[config.mk]
export PLATFORM = sky130hd
export DESIGN_NAME = mem_preloader
export DESIGN_NICKNAME = d
export VERILOG_FILES = /design/src/rtl/mem_pkg.sv /design/src/rtl/byte_packer.sv /design/src/rtl/mem_preloader.sv
export SDC_FILE = /design/constraint.sdc
export NUM_CORES = 1
export LEC_CHECK = 0
export CORE_ASPECT_RATIO = 1.5
export CORE_MARGIN = 5
export CORE_UTILIZATION = 50
export CTS_CLUSTER_DIAMETER = 30
export DETAILED_ROUTE_END_ITERATION = 10
export HOLD_SLACK_MARGIN = 0.1
export PLACE_DENSITY = 0.79
export SLEW_MARGIN = 25
export SYNTH_ARGS = -nofsm -noshare
export SYNTH_HDL_FRONTEND = slang
export SYNTH_SLANG_ARGS = --single-unit
[constraint.sdc]
create_clock -name Clk -period 5.3 [get_ports Clk]
set_input_delay 0.53 -clock Clk [delete_from_list [all_inputs] [get_ports Clk]]
set_output_delay 0.53 -clock Clk [all_outputs]
set_load 0.05 [all_outputs]
[src/rtl/mem_pkg.sv]
`default_nettype none
// ============================================================================
//  Module      : mem_pkg
//  Description : Shared definitions for the RAM preloader: controller state
//                encodings, write-granularity (Mode/MemType) encodings and a
//                helper that maps a Mode to its group size in bytes.
//  Revision    : 1.0 - initial release
// ============================================================================
package mem_pkg;

    // Controller states
    localparam int unsigned     c_st_w        = 3;
    localparam logic [c_st_w-1:0] c_st_idle     = 3'd0;
    localparam logic [c_st_w-1:0] c_st_collect  = 3'd1;
    localparam logic [c_st_w-1:0] c_st_write    = 3'd2;
    localparam logic [c_st_w-1:0] c_st_wait_mfc = 3'd3;
    localparam logic [c_st_w-1:0] c_st_done     = 3'd4;

    // Write granularity; 2'b11 is accepted and behaves as a word access
    localparam logic [1:0] c_mode_byte = 2'b00;
    localparam logic [1:0] c_mode_half = 2'b01;
    localparam logic [1:0] c_mode_word = 2'b10;

    // Number of bytes that make up one RAM write for the given mode
    function automatic logic [2:0] size_from_mode(input logic [1:0] mode);
        case (mode)
            c_mode_byte: size_from_mode = 3'd1;
            c_mode_half: size_from_mode = 3'd2;
            default:     size_from_mode = 3'd4;
        endcase
    endfunction

endpackage
`default_nettype wire

[src/rtl/byte_packer.sv]
`default_nettype none
// ============================================================================
//  Module      : byte_packer
//  Description : Assembles accepted stream bytes MSB-first into one RAM write
//                group, counts the bytes in the group and left-justifies a
//                partial group with zero-filled trailing bytes.
//  Revision    : 1.0 - initial release
// ============================================================================
module byte_packer
    import mem_pkg::*;
(
    input  logic        clk,
    input  logic        rst,
    input  logic        i_clear,
    input  logic        i_accept,
    input  logic [7:0]  i_byte,
    input  logic [1:0]  i_mode,
    output logic        o_group_done,
    output logic        o_empty,
    output logic [31:0] o_data
);

    logic [31:0] r_shift;
    logic [2:0]  r_count;
    logic [2:0]  w_size;
    logic [2:0]  w_pad;
    logic [5:0]  w_shamt;

    // Shift accepted bytes in from the right; the oldest byte ends up highest
    always_ff @(posedge clk) begin
        if (rst || i_clear) begin
            r_shift <= '0;
            r_count <= '0;
        end else if (i_accept) begin
            r_shift <= {r_shift[23:0], i_byte};
            r_count <= r_count + 3'd1;
        end
    end

    // Left-justify the collected bytes so missing trailing bytes read as zero
    always_comb begin
        w_size       = size_from_mode(i_mode);
        w_pad        = 3'd4 - r_count;
        w_shamt      = {w_pad, 3'b000};
        o_data       = r_shift << w_shamt;
        o_group_done = i_accept && ((r_count + 3'd1) == w_size);
        o_empty      = (r_count == 3'd0);
    end

endmodule
`default_nettype wire

[src/rtl/mem_preloader.sv]
`default_nettype none
// ============================================================================
//  Module      : mem_preloader
//  Description : Loads a byte stream into a RAM through a MAR/MDR-style
//                request/complete handshake, in byte, halfword or word
//                groups, with address wrap and a per-session byte limit.
//  Revision    : 1.0 - initial release
// ============================================================================
module mem_preloader
    import mem_pkg::*;
#(
    parameter int ADDR_W    = 9,
    parameter int WORD_W    = 32,
    parameter int MAX_BYTES = 512
) (
    input  logic              Clk,
    input  logic              Clr,
    input  logic              Start,
    input  logic [ADDR_W-1:0] BaseAddr,
    input  logic [1:0]        Mode,
    input  logic [7:0]        InData,
    input  logic              InValid,
    input  logic              InLast,
    output logic              InReady,
    output logic [ADDR_W-1:0] MemAddr,
    output logic [31:0]       MemData,
    output logic [1:0]        MemType,
    output logic              MemRW,
    output logic              MemMov,
    input  logic              MemMfc,
    output logic              Busy,
    output logic              Done,
    output logic [ADDR_W:0]   ByteCount
);

    generate
        if (WORD_W != 32) begin : g_word_w_check
            $error("mem_preloader: WORD_W must be 32 (4-byte data port)");
        end
    endgenerate

    localparam logic [ADDR_W:0] c_max_bytes = MAX_BYTES[ADDR_W:0];
    localparam logic [ADDR_W:0] c_one       = 1;

    logic [c_st_w-1:0] r_state;
    logic [c_st_w-1:0] w_next_state;
    logic [ADDR_W-1:0] r_addr;
    logic [1:0]        r_mode;
    logic [ADDR_W:0]   r_count;
    logic              r_last;
    logic              r_mfc_seen;

    logic              w_start;
    logic              w_accept;
    logic              w_at_max;
    logic              w_hits_max;
    logic              w_mfc_exit;
    logic              w_group_done;
    logic              w_pack_empty;
    logic [31:0]       w_pack_data;
    logic [2:0]        w_size;
    logic [2:0]        w_start_size;
    logic [ADDR_W-1:0] w_size_addr;
    logic [ADDR_W-1:0] w_align_mask;

    // Handshake and session qualifiers shared by the FSM and the datapath
    always_comb begin
        w_start      = (r_state == c_st_idle) && Start;
        w_accept     = InValid && InReady;
        w_at_max     = (r_count >= c_max_bytes);
        w_hits_max   = ((r_count + c_one) == c_max_bytes);
        w_mfc_exit   = (r_state == c_st_wait_mfc) && (MemMfc || r_mfc_seen);
        w_size       = size_from_mode(r_mode);
        w_start_size = size_from_mode(Mode);
        w_size_addr  = {{(ADDR_W-3){1'b0}}, w_size};
        w_align_mask = ~{{(ADDR_W-3){1'b0}}, w_start_size - 3'd1};
    end

    byte_packer u_packer (
        .clk          (Clk),
        .rst          (Clr),
        .i_clear      (w_start || w_mfc_exit),
        .i_accept     (w_accept),
        .i_byte       (InData),
        .i_mode       (r_mode),
        .o_group_done (w_group_done),
        .o_empty      (w_pack_empty),
        .o_data       (w_pack_data)
    );

    // State register
    always_ff @(posedge Clk) begin
        if (Clr) begin
            r_state <= c_st_idle;
        end else begin
            r_state <= w_next_state;
        end
    end

    // Next-state and per-state outputs
    always_comb begin
        w_next_state = r_state;
        InReady      = 1'b0;
        MemMov       = 1'b0;
        Busy         = 1'b1;
        Done         = 1'b0;
        case (r_state)
            c_st_idle: begin
                Busy = 1'b0;
                if (Start) w_next_state = c_st_collect;
            end
            c_st_collect: begin
                InReady = !w_at_max;
                if (w_at_max) begin
                    // Limit already reached: flush whatever is pending
                    w_next_state = w_pack_empty ? c_st_done : c_st_write;
                end else if (w_accept && (w_group_done || InLast || w_hits_max)) begin
                    w_next_state = c_st_write;
                end
            end
            c_st_write: begin
                MemMov       = 1'b1;
                w_next_state = c_st_wait_mfc;
            end
            c_st_wait_mfc: begin
                MemMov = 1'b1;
                if (w_mfc_exit) begin
                    w_next_state = (r_last || w_at_max) ? c_st_done : c_st_collect;
                end
            end
            c_st_done: begin
                Done         = 1'b1;
                w_next_state = c_st_idle;
            end
            default: begin
                w_next_state = c_st_idle;
            end
        endcase
        MemRW     = !MemMov;
        MemAddr   = r_addr;
        MemData   = w_pack_data;
        MemType   = r_mode;
        ByteCount = r_count;
    end

    // Session registers: address pointer, latched mode, byte count, last flag
    always_ff @(posedge Clk) begin
        if (Clr) begin
            r_addr     <= '0;
            r_mode     <= '0;
            r_count    <= '0;
            r_last     <= 1'b0;
            r_mfc_seen <= 1'b0;
        end else begin
            // A completion seen while the request first rises is remembered
            r_mfc_seen <= (r_state == c_st_write) && MemMfc;
            if (w_start) begin
                r_addr  <= BaseAddr & w_align_mask;
                r_mode  <= Mode;
                r_count <= '0;
                r_last  <= 1'b0;
            end else begin
                if (w_accept) begin
                    r_count <= r_count + c_one;
                    if (InLast) r_last <= 1'b1;
                end
                if (w_mfc_exit) begin
                    r_addr <= r_addr + w_size_addr;
                end
            end
        end
    end

endmodule
`default_nettype wire
**After elaboration in Yosys (flattened, before gate mapping)**

Cells that the tools add are included.

- Muxes and demuxes: 15
- Reductions and logical operators: 23
- Add/subtract/negate cells: 5
- Shifts and indexed selects: 1
- Bitwise logic cells: 2
- Equal/unequal tests: 11
- $lt $le $gt $ge: 1

Operator list:

| operator | count |
|---|---|
| $shl 32x6->32 | 1 |
| $mux 3 | 6 |
| $mux 9 | 2 |
| $pmux 3 s2 | 2 |
| $pmux 3 s4 | 1 |
| $add 10x1->10 const B | 1 |
| $eq 10x10->1 const B | 1 |
| $ge 10x10->1 const B | 1 |
| $add 9x3->9 | 1 |
| $and 9x9->9 | 1 |
| $not 3->9 | 1 |
| $eq 3x2->1 const B | 2 |
| $logic_and 1x1->1 | 6 |
| $logic_not 3->1 | 2 |
| $logic_or 1x1->1 | 6 |
| $eq 2x1->1 const B | 2 |
| $logic_not 2->1 | 2 |
| $mux 1 | 4 |
| $ne 2x2->1 const B | 2 |
| $reduce_or 2->1 | 2 |
| $add 3x1->3 const B | 1 |
| $eq 3x1->1 const B | 1 |
| $eq 3x3->1 | 1 |
| $eq 3x3->1 const B | 1 |
| 7 further kinds | 8 |

- Flip-flop bits (word level): 61
- Output and inout port bits: 58
- Word-level logic and storage cells: 66

**Longest topological paths before layout**

- Depth in word-level cells: 11
- Gate-level depth with buffers: 9

**Hierarchy**

Synthesis repeated with hierarchy kept, for this count alone.

- Cell total of the unflattened synthesis: 391
- Area total of the unflattened synthesis: 3410.8 um^2

By module, submodules not included:

| module | times used | area each (um^2) | seq. area each (um^2) | cells an instance |
|---|---|---|---|---|
| byte_packer | 1 | 1965.6 | 700.7 | 219 |
| mem_preloader | 1 | 1445.1 | 520.5 | 172 |

**Worst setup path after synthesis**

Ideal clock, no wire load.

- Path kind: register to output
- From: register u_packer.r_count[0]
- To: output MemData[16]
- Data required time: 4.770 ns
- Cell stages (with the launch flop): 9
- Arrival time: 2.644 ns
- Slack: 2.126 ns
- Cell sequence: dfxtp_1 > buf_2 > clkinv_1 > ha_1 > buf_2 > buf_2 > nor2_1 > a21oi_1 > nor2b_1

- Word-level cells in the longest chain between the ends: 2

Ends and longest elaborated chain:

| item | line | text |
|---|---|---|
| start, declared | byte_packer.sv:24 | `logic [2:0] r_count;` |
| start signal, assigned | byte_packer.sv:36 | `r_count <= r_count + 3'd1;` |
| $sub 3x3->3 | byte_packer.sv:43 | `w_pad = 3'd4 - r_count;` |
| $shl 32x6->32 | byte_packer.sv:45 | `o_data = r_shift << w_shamt;` |
| end, declared | mem_preloader.sv:26 | `output logic [31:0] MemData,` |

No other way between the ends.

**Worst setup path in the final report**

- From: register u_packer.r_count[0]
- To: output MemData[7]

Same word-level chain as after synthesis.

==> impl_metrics.toml <==
[floorplanning]
dieArea_um2 = 8480
start_util = 0.514
die_h_um = 110
core_area_um2 = 6530
die_x_um = 76.9
num_rows = 36
num_io_pins = 83

[timing]
final_max_slew_viol_count = 0
setup_viol_count_final = 0
rsz0062_at_grt = "no"
fin_crit_ns = 4.47
worst_pin_slew_ns = 0.907
skew_ns = 0.0102
maxSlewHeadroom = 0.395
final-hold-violation-count = 0
finalSetupTns_ns = 0
fmax_mhz = 224
period_share = 0.843

[clocking]
tritoncts = "yes"
clkSlewWorstSetupHoldPaths_ns = 0.07
clockBufferDepth = 2
cts_setup_buffers = 0
cts_resized = 0
ctsRootBufferMaster = "clkbuf_8"
cts-htree-levels = 3
cts.sinks = 61
clk-insertion-delay-late_ns = 0.34
ctsHoldBuffers = 0
numCtsBuffers = 9

[min_path]
min_path_type = "reg2reg"
hold_path_depth = 2

[synth]
synth_seq_cells = 61
seq_area_frac_synth = 0.364
async_reset_ff_frac = 0
synth_cells = 426
synth_edf_count = 0
synth.avg_cell_area_um2 = 7.87
synth.distinct_cells = 49
synth_ff_type = "dfxtp_1"
syn_nets = 460
ys_warn_count = 0
synthesis.area_um2 = 3350

[power_and_ir_drop]
p_switching_mw = 0.431
leakage_nw = 1.54
pwr-share-clk = 0.325
pwr-share-comb = 0.267
power_density_nw_per_um2 = 289
p_seq_frac = 0.407
p_sw_frac = 0.341
p_int_mw = 0.832
ir_worst_vdd_v = 0.000151

[finish]
layout.nets = 531
design_area_um2 = 4370
drive_gt1_frac = 0.0618
finalNonFillerCells = 578
n_fill_cell = 573
diodes = 0
final_cell_mix = "nand2_1 (96), clkdlybuf4s50_1 (82), dfxtp_1 (61)"
final_common_cell = "nand2_1"
area_delta_synth_final_pct = 30.1

[routing]
vias = 3119
drt_iter0_drc = 147
drt-pass1-iter-count = 4
final_antenna_net_count = 0
wl_per_cell_um = 14.9
drt-total-wl_mm = 8.59
vias_per_cell = 5.40
drc = 0

[grt]
grt.overflow.total = 0
antenna_found_initial = 0
grt_first_pass_wirelength_mm = 14.2
grt_max_degree = 41
grt_pass1_vias = 3100
grtUsageTotal = 0.206

[worst_setup_path]
worstSetupEndpointType = "primary output"
path_max_fanout = 31
critPathArrivalTime_ns = 3.94
max_stage_delay_ns = 0.81
path_class = "reg2out"
startpoint_type = "register"
cpMaxStageDelayCell = "clkdlybuf4s50_1"
crit_buf_inv = 3
crit_path_cell_trace = "buf_4 > clkinv_1 > ha_1 > nand2b_1 > nor2_1 > and2_1 > clkdlybuf4s50_1"
crit_family = "buffers and inverters"
required_ns = 4.77
rr_worst_depth = 8
cp.depth = 7

[placed_design]
gp_congestion = 0.905
dp_cells = 562
io_buffers = 82
place_area_um2 = 4170
dpl.hpwl_mm = 6.14

[run]
cap_violations = 0

[run_status]
status = "complete, no violations"
==> flip-flops by register name, indices dropped and copies added, names as in the netlist <==
register          cells
MemAddr               9
r_mfc_seen            1
r_last                1
r_state               3
u_packer.r_shift     32
MemType               2
u_packer.r_count      3
ByteCount            10
==> worst min-delay path: cells and delay by family, from the launching register on <==
kind | cells | cell delay [ns]
flip-flops | 1 | 0.31
AND/OR/NAND/NOR | 1 | 0.05
AO/OA/AOI/OAI | 1 | 0.05
==> layer usage <==
metal | vias to the layer above | global-route usage | routed length [µm]
li1 | 1571 | - | -
met1 | 1432 | 0.243 | 3440
met2 | 100 | 0.357 | 4380
met3 | 16 | 0.0423 | 534
met4 | 0 | 0.101 | 233
met5 | - | 0 | 0
==> power groups by stage <==
stage	clock network [mW]	logic, mW	registers (mW)
floorplan	0	0.215	0.554
global placement	0	0.333	0.523
detailed placement	0	0.338	0.525
CTS	0.418	0.340	0.514
global route	0.437	0.365	0.519
finish	0.411	0.337	0.515
==> through the flow <==
| step | setup WS [ns] | hold WS (ns) | total power, mW | utilization |
|---|---|---|---|---|
| after floorplan | 2.13 | 0.436 | 0.769 | - |
| after global placement | 1.33 | 0.445 | 0.856 | 0.639 |
| after detailed placement | 1.18 | 0.448 | 0.863 | 0.639 |
| after CTS | 0.816 | 0.457 | 1.27 | 0.668 |
| after global routing | 0.581 | 0.493 | 1.32 | 0.668 |
| final | 0.833 | 0.464 | 1.26 | 0.668 |
==> cell families (layout without fill, tap and decap cells) <==
kind of cell	Yosys count	after routing	synth area share
mux	30	30	0.0903
fa+ha+maj	9	9	0.0358
simple gates	203	203	0.290
flops	61	61	0.364
compound gates	70	70	0.129
xor+xnor	15	15	0.0392
buf+inv	38	114	0.0515
==> cell usage after synthesis (all sizes together), types with 2 or more instances <==
library cell	n	area [µm²]
a31oi	2	12.5
nand2	97	372
mux2	2	22.5
nor2b	11	68.8
and3	10	62.6
buf	15	86.3
xor2	5	43.8
a311oi	2	17.5
ha	8	100
nor3	6	35.0
inv	11	41.3
or3	2	12.5
clkbuf	11	41.3
nor3b	2	15.0
nor2	46	173
nand3	5	25.0
mux2i	28	280
a21oi	48	240
nand2b	3	18.8
nor4b	4	65.1
xnor2	10	87.6
a211oi	5	42.5
nand4	2	12.5
o21ai	4	20.0
dfxtp	61	1220
and2	9	56.3
==> final timing paths <==
path	from	endpoint	slack [ns]
max	u_packer.r_count[0]	MemData[7]	0.83
min reg2reg	u_packer.r_shift[28]	u_packer.r_shift[28]	0.46
max reg2reg	u_packer.r_count[0]	r_state[1]	2.02
min	u_packer.r_shift[28]	u_packer.r_shift[28]	0.46
==> final cells by class <==
| type | count | area, µm² | area share |
|---|---|---|---|
| multi-input cells | 327 | 1960 | 0.449 |
| repair buffers | 86 | 851 | 0.195 |
| flip-flops and latches | 61 | 1220 | 0.280 |
| clock buffers | 12 | 145 | 0.0332 |
| clock inverters | 4 | 47.5 | 0.0109 |
| inverters | 12 | 45.0 | 0.0103 |
| well taps | 76 | 95.1 | 0.0218 |
Note: power is estimated with default switching activity, not from simulation.
